--- config.mk ---
export PLATFORM = sky130hd
export DESIGN_NAME = pipeline_ctrl
export DESIGN_NICKNAME = d
export VERILOG_FILES = /design/src/rtl/pipeline_ctrl.sv
export SDC_FILE = /design/constraint.sdc
export NUM_CORES = 1
export LEC_CHECK = 0
export BUFFER_PORTS_ARGS = -buffer_cell sky130_fd_sc_hd__buf_2
export CELL_PAD_IN_SITES_DETAIL_PLACEMENT = 0
export CELL_PAD_IN_SITES_GLOBAL_PLACEMENT = 1
export CORE_ASPECT_RATIO = 1.5
export CORE_MARGIN = 2
export CORE_UTILIZATION = 40
export DETAILED_ROUTE_END_ITERATION = 8
export GPL_ROUTABILITY_DRIVEN = 0
export HOLD_SLACK_MARGIN = 0.12
export PLACE_DENSITY_LB_ADDON = 0.1
export SKIP_LAST_GASP = 1
export SYNTH_ARGS = -nofsm -noshare
export SYNTH_HDL_FRONTEND = slang
export SYNTH_SLANG_ARGS = --single-unit
--- constraint.sdc ---
create_clock -name clk -period 4.57 [get_ports clk]
set_input_delay 0.2285 -clock clk [delete_from_list [all_inputs] [get_ports clk]]
set_output_delay 0.2285 -clock clk [all_outputs]
set_load 0.01 [all_outputs]
--- src/rtl/pipeline_ctrl.sv ---
// Stall/flush sequencer for the 5-stage pipeline: priority stall merge, exception/ERET
// flush with redirect PC, stall-cycle counter and a sticky stuck-stall watchdog.
module pipeline_ctrl #(
    parameter logic [31:0] EXC_VECTOR   = 32'hBFC00380,
    parameter logic [31:0] RESET_PC     = 32'hBFC00000,
    parameter int unsigned FLUSH_CYCLES = 1,
    parameter int unsigned WDOG_LIMIT   = 1023
) (
    input  logic        clk,
    input  logic        rst,
    input  logic        stallreq_if,
    input  logic        stallreq_id,
    input  logic        stallreq_ex,
    input  logic        stallreq_mem,
    input  logic        exc_valid,
    input  logic        exc_eret,
    input  logic [31:0] epc,
    output logic [5:0]  stall,
    output logic        flush,
    output logic [31:0] new_pc,
    output logic [31:0] stall_cnt,
    output logic        wdog_timeout
);

    // state | meaning
    // RUN   | normal operation, stall requests merged, exceptions accepted
    // FLUSH | pipeline registers cleared, all requests ignored

    localparam logic [2:0]  FLUSH_LOAD = 3'(FLUSH_CYCLES - 1);
    localparam logic [15:0] WDOG_MAX   = 16'(WDOG_LIMIT);

    typedef enum logic {ST_RUN, ST_FLUSH} state_t;

    state_t      state;
    state_t      state_next;
    logic        take;
    logic [2:0]  flush_cnt;
    logic [15:0] wdog_cnt;

    always_comb begin
        state_next = state;
        stall      = 6'b000000;
        take       = 1'b0;
        case (state)
            ST_RUN: begin
                // stall is gated by rst so it reads zero while reset is asserted
                if (rst) begin
                    if (stallreq_mem)     stall = 6'b011111;
                    else if (stallreq_ex) stall = 6'b001111;
                    else if (stallreq_id) stall = 6'b000111;
                    else if (stallreq_if) stall = 6'b000011;
                end
                if (exc_valid && !stallreq_mem) begin
                    take       = 1'b1;
                    state_next = ST_FLUSH;
                end
            end
            ST_FLUSH: begin
                if (flush_cnt == 3'd0) state_next = ST_RUN;
            end
            default: state_next = ST_RUN;
        endcase
    end

    always_ff @(posedge clk or negedge rst) begin
        if (!rst) begin
            state     <= ST_RUN;
            flush     <= 1'b0;
            flush_cnt <= 3'd0;
            new_pc    <= RESET_PC;
        end else begin
            state <= state_next;
            if (take) begin
                flush     <= 1'b1;
                flush_cnt <= FLUSH_LOAD;
                new_pc    <= exc_eret ? epc : EXC_VECTOR;
            end else if (state == ST_FLUSH) begin
                if (flush_cnt == 3'd0) flush <= 1'b0;
                else                   flush_cnt <= flush_cnt - 3'd1;
            end
        end
    end

    // stall[0] is zero throughout FLUSH, which also clears the watchdog run length
    always_ff @(posedge clk or negedge rst) begin
        if (!rst) begin
            stall_cnt    <= 32'd0;
            wdog_cnt     <= 16'd0;
            wdog_timeout <= 1'b0;
        end else if (stall[0]) begin
            stall_cnt <= stall_cnt + 32'd1;
            if (wdog_cnt != WDOG_MAX) wdog_cnt <= wdog_cnt + 16'd1;
            if (wdog_cnt + 16'd1 == WDOG_MAX) wdog_timeout <= 1'b1;
        end else begin
            wdog_cnt <= 16'd0;
        end
    end

endmodule

Word level (Yosys, flattened, before mapping)
Index checks and enable logic that the tools add are counted.
{ "word_totals": {"input_bits": 40, "romBits": 0, "ff_bits": 86, "elab_cells": 42, "output_inout_bits": 72, "memories": 0, "latch_bits": 0, "ram_bits": 0} }
{ "op_classes": {"bitwise": 1, "reduce_logical": 8, "mux": 19, "add_sub_neg": 3, "n_lt_le_gt_ge": 0, "n_eq_ne": 4, "n_shift": 0, "n_mul": 0, "n_div": 0} }
{ "ops": {"columns": ["cell", "count"], "rows": [
  ["32-bit by 1-bit adder with 32-bit output (second input constant)", 1],
  ["16-bit 2-to-1 mux", 2],
  ["32-bit 2-to-1 mux", 1],
  ["16-bit by 1-bit adder with 16-bit output (second input constant)", 1],
  ["16-bit by 10-bit == test with 1-bit output (second input constant)", 1],
  ["16-bit by 10-bit inequality test with 1-bit output (second input constant)", 1],
  ["3-bit 2-to-1 mux", 4],
  ["5-bit 2-to-1 mux", 2],
  ["1-bit 2-to-1 mux", 6],
  ["6-bit 2-to-1 mux", 1],
  ["2-bit AND reduction", 3],
  ["4-bit 2-to-1 mux", 1],
  ["2-bit nonzero test", 2],
  ["3-bit logical NOT", 1],
  ["3-bit by 1-bit subtractor with 3-bit output (second input constant)", 1],
  ["2-bit 2-to-1 mux", 1],
  ["2-bit by 1-bit inequality test with 1-bit output (second input constant)", 1],
  ["2-bit inequality test (second input constant)", 1],
  ["1-bit one-hot mux with 2 select lines", 1],
  ["1-bit logical AND", 1],
  ["1-bit logical NOT", 1],
  ["1-bit inverter", 1]
]} }

Longest topological paths before layout
Gate-level depths: netlist of the first run.
{ "logic_depth": {"depth_word": 7, "mapped_depth": 7, "ltp_nobuf": 7} }

Least setup slack after synthesis of the first run
OpenSTA, ideal clock, no wires.
{ "synth_timing": {"kind": "flip-flop to flip-flop", "from": "register wdog_cnt[1]", "to": "register wdog_timeout", "path_buffers": 0, "slack_ns": 2.834, "required_ns": 4.450, "setup_time_ns": 0.120, "arrival_ns": 1.617, "path_stages_with_launch": 7, "period_less_slack_ns": 1.736, "cell_sequence": "dfrtp_1 > ha_1 > nand3_1 > nor4_2 > nor3_1 > a31o_2 > a31o_1"} }
{ "synth_between": {"elab_chain_cells": 3} }
{ "synth_rtl": {"columns": ["item", "line_no", "text"], "rows": [
  ["start: declaration", "38", "logic [15:0] wdog_cnt;"],
  ["start signal: assignment", "92", "if (wdog_cnt != WDOG_MAX) wdog_cnt <= wdog_cnt + 16'd1;"],
  ["16-bit by 1-bit adder with 16-bit output", "93", "if (wdog_cnt + 16'd1 == WDOG_MAX) wdog_timeout <= 1'b1;"],
  ["16-bit by 10-bit == test with 1-bit output", "93", null],
  ["2-bit AND reduction (no line)", null, null],
  ["end signal: assignment", "89", "wdog_timeout <= 1'b0;"],
  ["end signal: assignment", "93", null],
  ["end: declaration", "22", "output logic wdog_timeout"]
]} }
No other way between the ends.
A chain may end at the register's enable or synchronous reset.

Worst setup path after layout of the first run
{ "layout_timing": {"from": "input rst", "to": "output stall[1]"} }
{ "layout_between": {"elab_chain_cells": 2} }
{ "layout_rtl": {"columns": ["item", "line_no", "text"], "rows": [
  ["start: declaration", "10", "input logic rst,"],
  ["5-bit 2-to-1 mux", "47", "if (rst) begin"],
  ["6-bit 2-to-1 mux", "44", "case (state)"],
  ["end: declaration", "18", "output logic [5:0] stall,"]
]} }
No other way between the ends.

==> impl_metrics.json, run 1 <==
{
  "synth-async-reset-ratio_pct": 100,
  "cp-end-kind": "output port",
  "dr.first_iter.drc_count": 165,
  "core_area_um2": 9740,
  "cts_tree": "done",
  "worstSetupStartpointType": "input pin",
  "grt_max_degree": 69,
  "antenna_cells": 0,
  "start_util_pct": 41.4,
  "clock_sinks": 86,
  "worst_pin_slew_ns": 1.02,
  "grt_overflow": 0,
  "clock_latency_ns": 0.34,
  "cp_top_family": "buffers and inverters",
  "placement.io_buffers": 110,
  "synth.avg_cell_area_um2": 9.84,
  "r2r_start": "wdog_cnt[0]",
  "ios": 112,
  "die_h_um": 127,
  "p_sw_share_pct": 28.1,
  "crit_type": "in2out",
  "pwr-share-clk_pct": 37.0,
  "drc": 0,
  "wl_per_cell_um": 14.2,
  "rsz0062_at_grt": "false",
  "crit_start": "rst",
  "clockRootBuffer": "clkbuf_16",
  "relSlewSlack_pct": 32.0,
  "cp.arrival_ns": 2.11,
  "syn_to_final_growth_pct": 22.8,
  "drive_gt1_share_pct": 29.3,
  "synth_seq_cells": 86,
  "fmax_mhz": 427,
  "combPwrFrac_pct": 13.8,
  "hold_viol": 0,
  "h-tree-depth": 3,
  "ys.flop_type": "dfrtp_1",
  "synth_edf_count": 0,
  "std_cell_rows": 44,
  "path_buf_inv": 4,
  "drv_slew": 0,
  "synth_cells": 410,
  "syn_nets": 455,
  "grt_pass1_wl_um": 15800,
  "dp.final_hpwl_um": 6620,
  "antenna_found_initial": 0,
  "die_w_um": 86.0,
  "status": "complete, no violations",
  "slowest_stage": "dlygate4sd3_1",
  "die-area_um2": 10900,
  "post_dp_cell_area_um2": 4670,
  "fin_area_um2": 4950,
  "ctsResizeCount": 0,
  "setup_tns_ns": 0,
  "drv_cap": 0,
  "path_clk_slew_ns": 0.06,
  "p_seq_share_pct": 49.2,
  "p_sw_mw": 0.514,
  "internal_power_mw": 1.32,
  "layout_min_cycle_time_ns": 2.34,
  "p_leak_nw": 2.41,
  "via_per_inst": 5.04,
  "grt_pass1_vias": 3329,
  "path_max_fanout": 37,
  "setup_viol": 0,
  "ir_drop_uv": 190,
  "ys_types": 48,
  "crit_chain": "dlygate4sd3_1 > buf_4 > nor2b_1 > nand2_2 > inv_1 > buf_2",
  "hp-start": "epc[14]",
  "track_usage_pct": 18.3,
  "dr.pass1.iters": 4,
  "hold_path.class": "in2reg",
  "cts_buffer_depth": 2,
  "cpPeakStageDelay_ns": 0.53,
  "nFillCells": 907,
  "finalWirelength_um": 9040,
  "ant_nets": 0,
  "syn-cell-area_um2": 4040,
  "post-route-period-util_pct": 51.2,
  "yosysWarnings": 0,
  "p_per_area_nw_per_um2": 370,
  "fin_skew_ns": 0.00856,
  "seq_area_frac_synth_pct": 53.6,
  "cts_made_buffers": 9,
  "cts_setup_buffers": 0,
  "nets": 563,
  "crit_required_ns": 4.34,
  "vias": 3217
}
layout make-up:
cell class | instances | area [um2] | share of cell area, %
Clock inverter | 6 | 46.3 | 0.935
Tap cell | 115 | 144 | 2.90
Sequential cell | 86 | 2160 | 43.7
Timing Repair Buffer | 112 | 571 | 11.5
Multi-Input combinational cell | 299 | 1760 | 35.6
Inverter | 10 | 37.5 | 0.758
Clock buffer | 10 | 229 | 4.62
final timing paths:
check / slack, ns / endpoint / cells past startpoint
hold reg to reg: 0.46 / stall_cnt[31] / 1
max in group asynchronous: 3.14 / wdog_cnt[13] / 3
setup / recovery: 2.23 / stall[1] / 6
min in group asynchronous: 0.40 / stall_cnt[24] / 2
setup reg to reg: 2.66 / wdog_timeout / 6
hold / removal: 0.13 / new_pc[14] / 3
through the flow:
step	power [mW]	setup WS [ns]	hold WS (ns)	std cells	utilization [%]
CTS	1.86	2.16	0.122	638	50.8
finish	1.83	2.23	0.133	638	50.8
global route	1.94	2.00	0.127	638	50.8
floorplan	1.04	2.83	-0.0671	410	-
detailed placement	1.17	2.56	0.227	621	47.9
global placement	1.17	2.55	0.231	621	47.9
sequential cells by signal (all words and copies together), names as in the netlist:
| name | count |
|---|---|
| new_pc | 32 |
| stall_cnt | 32 |
| wdog_cnt | 16 |
| flush_cnt | 3 |
| flush | 1 |
| state | 1 |
| wdog_timeout | 1 |
power groups by stage:
stage	clock, mW	combinational (mW)	sequential [mW]
floorplan	0	0.100	0.936
global placement	0	0.259	0.912
detailed placement	0	0.260	0.914
CTS	0.702	0.261	0.901
global route	0.740	0.289	0.914
finish	0.678	0.253	0.901
placed cells by master, fill, tap and decap left out, types with 3 or more instances in the layout:
cell type  instances
a21oi_1           11
and3_1            11
buf_2            109
clkbuf_16          9
dfrtp_1           77
dfstp_2            9
ha_1               5
inv_1             10
nand2_1           74
nand2b_1           3
nand3_1           22
nand4_1           14
nor2_1            22
nor2b_1           13
nor3_1             8
o21ai_0           37
xnor2_1           36
xor2_1             9
tightest hold or removal path: stages:
cell and delay, ns:
buf_2 0.09, nand2_1 0.05, o21ai_0 0.06
timing repair:
action / 4_1_cts / 5_1_grt
hold endpoints to repair: 32 / 0
hold buffers: 1 / 0
setup endpoints to repair: 0 / 0
metal layers:
| metal | GRT usage, % | wire, um |
|---|---|---|
| met4 | 9.90 | 244 |
| met3 | 5.68 | 583 |
| met5 | 0 | 0 |
| met2 | 30.3 | 4500 |
| met1 | 20.9 | 3710 |
kinds of logic after synthesis:
group | after synthesis | synth area share (%)
XOR/XNOR | 45 | 9.77
other | 1 | 0.0929
buffers and inverters | 25 | 2.76
adder cells (fa/ha/maj) | 5 | 1.55
AND/OR/NAND/NOR | 190 | 24.1
AO/OA/AOI/OAI | 58 | 8.09
flip-flops | 86 | 53.6
synth_stat cells, types with 2 or more instances:
| master | count | area share, % |
|---|---|---|
| inv_1 | 10 | 0.93 |
| clkbuf_1 | 9 | 0.84 |
| buf_4 | 2 | 0.37 |
| nor4_2 | 2 | 0.62 |
| o21ai_0 | 37 | 4.6 |
| dfstp_2 | 9 | 5.9 |
| buf_2 | 2 | 0.25 |
| nor3_1 | 8 | 0.99 |
| xnor2_1 | 36 | 7.8 |
| nand4b_1 | 2 | 0.43 |
| and3_1 | 11 | 1.7 |
| nand2b_1 | 3 | 0.47 |
| nand2_1 | 75 | 7.0 |
| nor2_1 | 22 | 2.0 |
| dfrtp_1 | 77 | 48 |
| nand3_2 | 2 | 0.50 |
| nor2b_1 | 13 | 2.0 |
| xor2_1 | 9 | 2.0 |
| o211a_1 | 2 | 0.50 |
| nand4_1 | 14 | 2.2 |
| nand3_1 | 22 | 2.7 |
| ha_1 | 5 | 1.6 |
| nor3_2 | 2 | 0.50 |
| a21oi_1 | 11 | 1.4 |
| o22ai_1 | 2 | 0.31 |
Note: power is estimated with default switching activity, not from simulation.
==> run 2: changes to the inputs <==
CORE_UTILIZATION = 36   (was 40)
clock period = 2.1 ns   (was 4.57 ns; I/O delays follow)
==> impl_metrics.json, run 2 (synthesis results as in run 1) <==
{
  "hold_viol": 0,
  "fmax_mhz": 521,
  "track_usage_pct": 16.8,
  "relSlewSlack_pct": 37.6,
  "finalNonFillerCells": 707,
  "drv_cap": 0,
  "most-common-layout-cells": "109 x buf_2, 77 x dfrtp_1, 74 x nand2_1",
  "grt_pass1_wl_um": 16500,
  "die_w_um": 90.4,
  "cp-end-kind": "flip-flop",
  "start_util_pct": 36.7,
  "clockRootBuffer": "clkbuf_16",
  "setup_viol": 0,
  "ant_nets": 0,
  "post-route-period-util_pct": 91.4,
  "syn_to_final_growth_pct": 35.0,
  "cts_setup_buffers": 0,
  "dr.first_iter.drc_count": 107,
  "grt_overflow": 0,
  "die_h_um": 134,
  "crit_required_ns": 2.32,
  "layout_min_cycle_time_ns": 1.92,
  "p_per_area_nw_per_um2": 805,
  "ios": 112,
  "placement.io_buffers": 110,
  "path_max_fanout": 8,
  "mostFrequentLayoutCell": "buf_2",
  "p_leak_nw": 2.64,
  "grt_pass1_vias": 3380,
  "rsz0062_at_grt": "false",
  "post_dp_cell_area_um2": 4750,
  "timing.hold.ws_ns": 0.196,
  "worstSetupStartpointType": "flip-flop",
  "dp.final_hpwl_um": 6990,
  "cts_buffer_depth": 2,
  "fin_area_um2": 5450,
  "clock_latency_ns": 0.34,
  "clock_sinks": 86,
  "vias": 3386,
  "path_clk_slew_ns": 0.07,
  "core_area_um2": 11000,
  "worst_pin_slew_ns": 0.936,
  "numPlacedInstances": 657,
  "std_cell_rows": 47,
  "cts_made_buffers": 9,
  "status": "complete, no violations",
  "cts_tree": "done",
  "via_per_inst": 4.79,
  "hold_path.class": "in2async",
  "antenna_found_initial": 0,
  "nets": 600,
  "drive_gt1_share_pct": 28.2,
  "wl_per_cell_um": 13.8,
  "nFillCells": 1065,
  "grt_max_degree": 74,
  "dr.pass1.iters": 5,
  "ir_drop_uv": 370,
  "power.total_mw": 4.39,
  "antenna_cells": 0,
  "drc": 0,
  "crit_type": "reg2reg",
  "die-area_um2": 12100,
  "fin_skew_ns": 0.00683,
  "finalWirelength_um": 9760,
  "setup_tns_ns": 0,
  "cp.arrival_ns": 2.14,
  "h-tree-depth": 3,
  "reg_top3": "new_pc (32), stall_cnt (32), wdog_cnt (16)",
  "drv_slew": 0
}
[run 2: timing repair]
| item | in CTS | in global routing |
|---|---|---|
| endpoints found under the hold margin | 47 | 0 |
| hold buffers | 34 | 0 |
| endpoints found under the setup margin | 0 | 2 |
| resized for setup | 0 | 2 |
[run 2: area by class of cell]
type	instances	area, um2	share of cell area (%)
Sequential cell	86	2160	39.7
Tap cell	147	184	3.38
Timing Repair Buffer	149	943	17.3
Clock inverter	4	76.3	1.40
Multi-Input combinational cell	299	1780	32.6
Inverter	10	37.5	0.689
Clock buffer	12	267	4.89
[run 2: where the power goes]
part	total [mW]	switching (mW)	leakage (nW)	internal (mW)
clock	1.81	0.662	0.165	1.14
sequential	1.96	0.132	1.12	1.82
combinational	0.622	0.345	1.35	0.278
total	4.39	1.14	2.64	3.25
[run 2: layer usage]
metal | wire [um] | track usage [%] | part of all wire (%) | up-vias
met5 | 0 | 0 | 0 | -
met4 | 125 | 5.38 | 1.3 | 0
met3 | 587 | 4.47 | 6.0 | 9
met2 | 4920 | 29.1 | 50 | 98
met1 | 4130 | 20.3 | 42 | 1609
li1 | - | - | - | 1670
[run 2: through the flow]
step | util [%] | setup slack, ns
global route | 49.5 | 0.0141
finish | 49.5 | 0.180
CTS | 49.4 | 0.130
detailed placement | 43.2 | 0.157
floorplan | - | 0.364
global placement | 43.2 | 0.235
[run 2: final timing paths]
check / slack (ns) / cells after the start / endpoint / start
worst min-delay path: 0.20 / 2 / stall_cnt[7] / rst
worst max-delay path: 0.18 / 6 / wdog_timeout / wdog_cnt[0]
min in group clk: 0.21 / 4 / flush / stallreq_mem
max in group asynchronous: 0.71 / 3 / wdog_cnt[13] / rst
worst min register to register: 0.46 / 1 / stall_cnt[31] / stall_cnt[31]
worst max register to register: 0.18 / 6 / wdog_timeout / wdog_cnt[0]
[run 2: worst max-delay path, stage by stage (launching register included)]
cell	delay, ns
dfrtp_1	0.47
ha_1	0.29
nand3_1	0.17
nor4_4	0.38
nor3_1	0.09
a31o_2	0.22
a31o_1	0.19
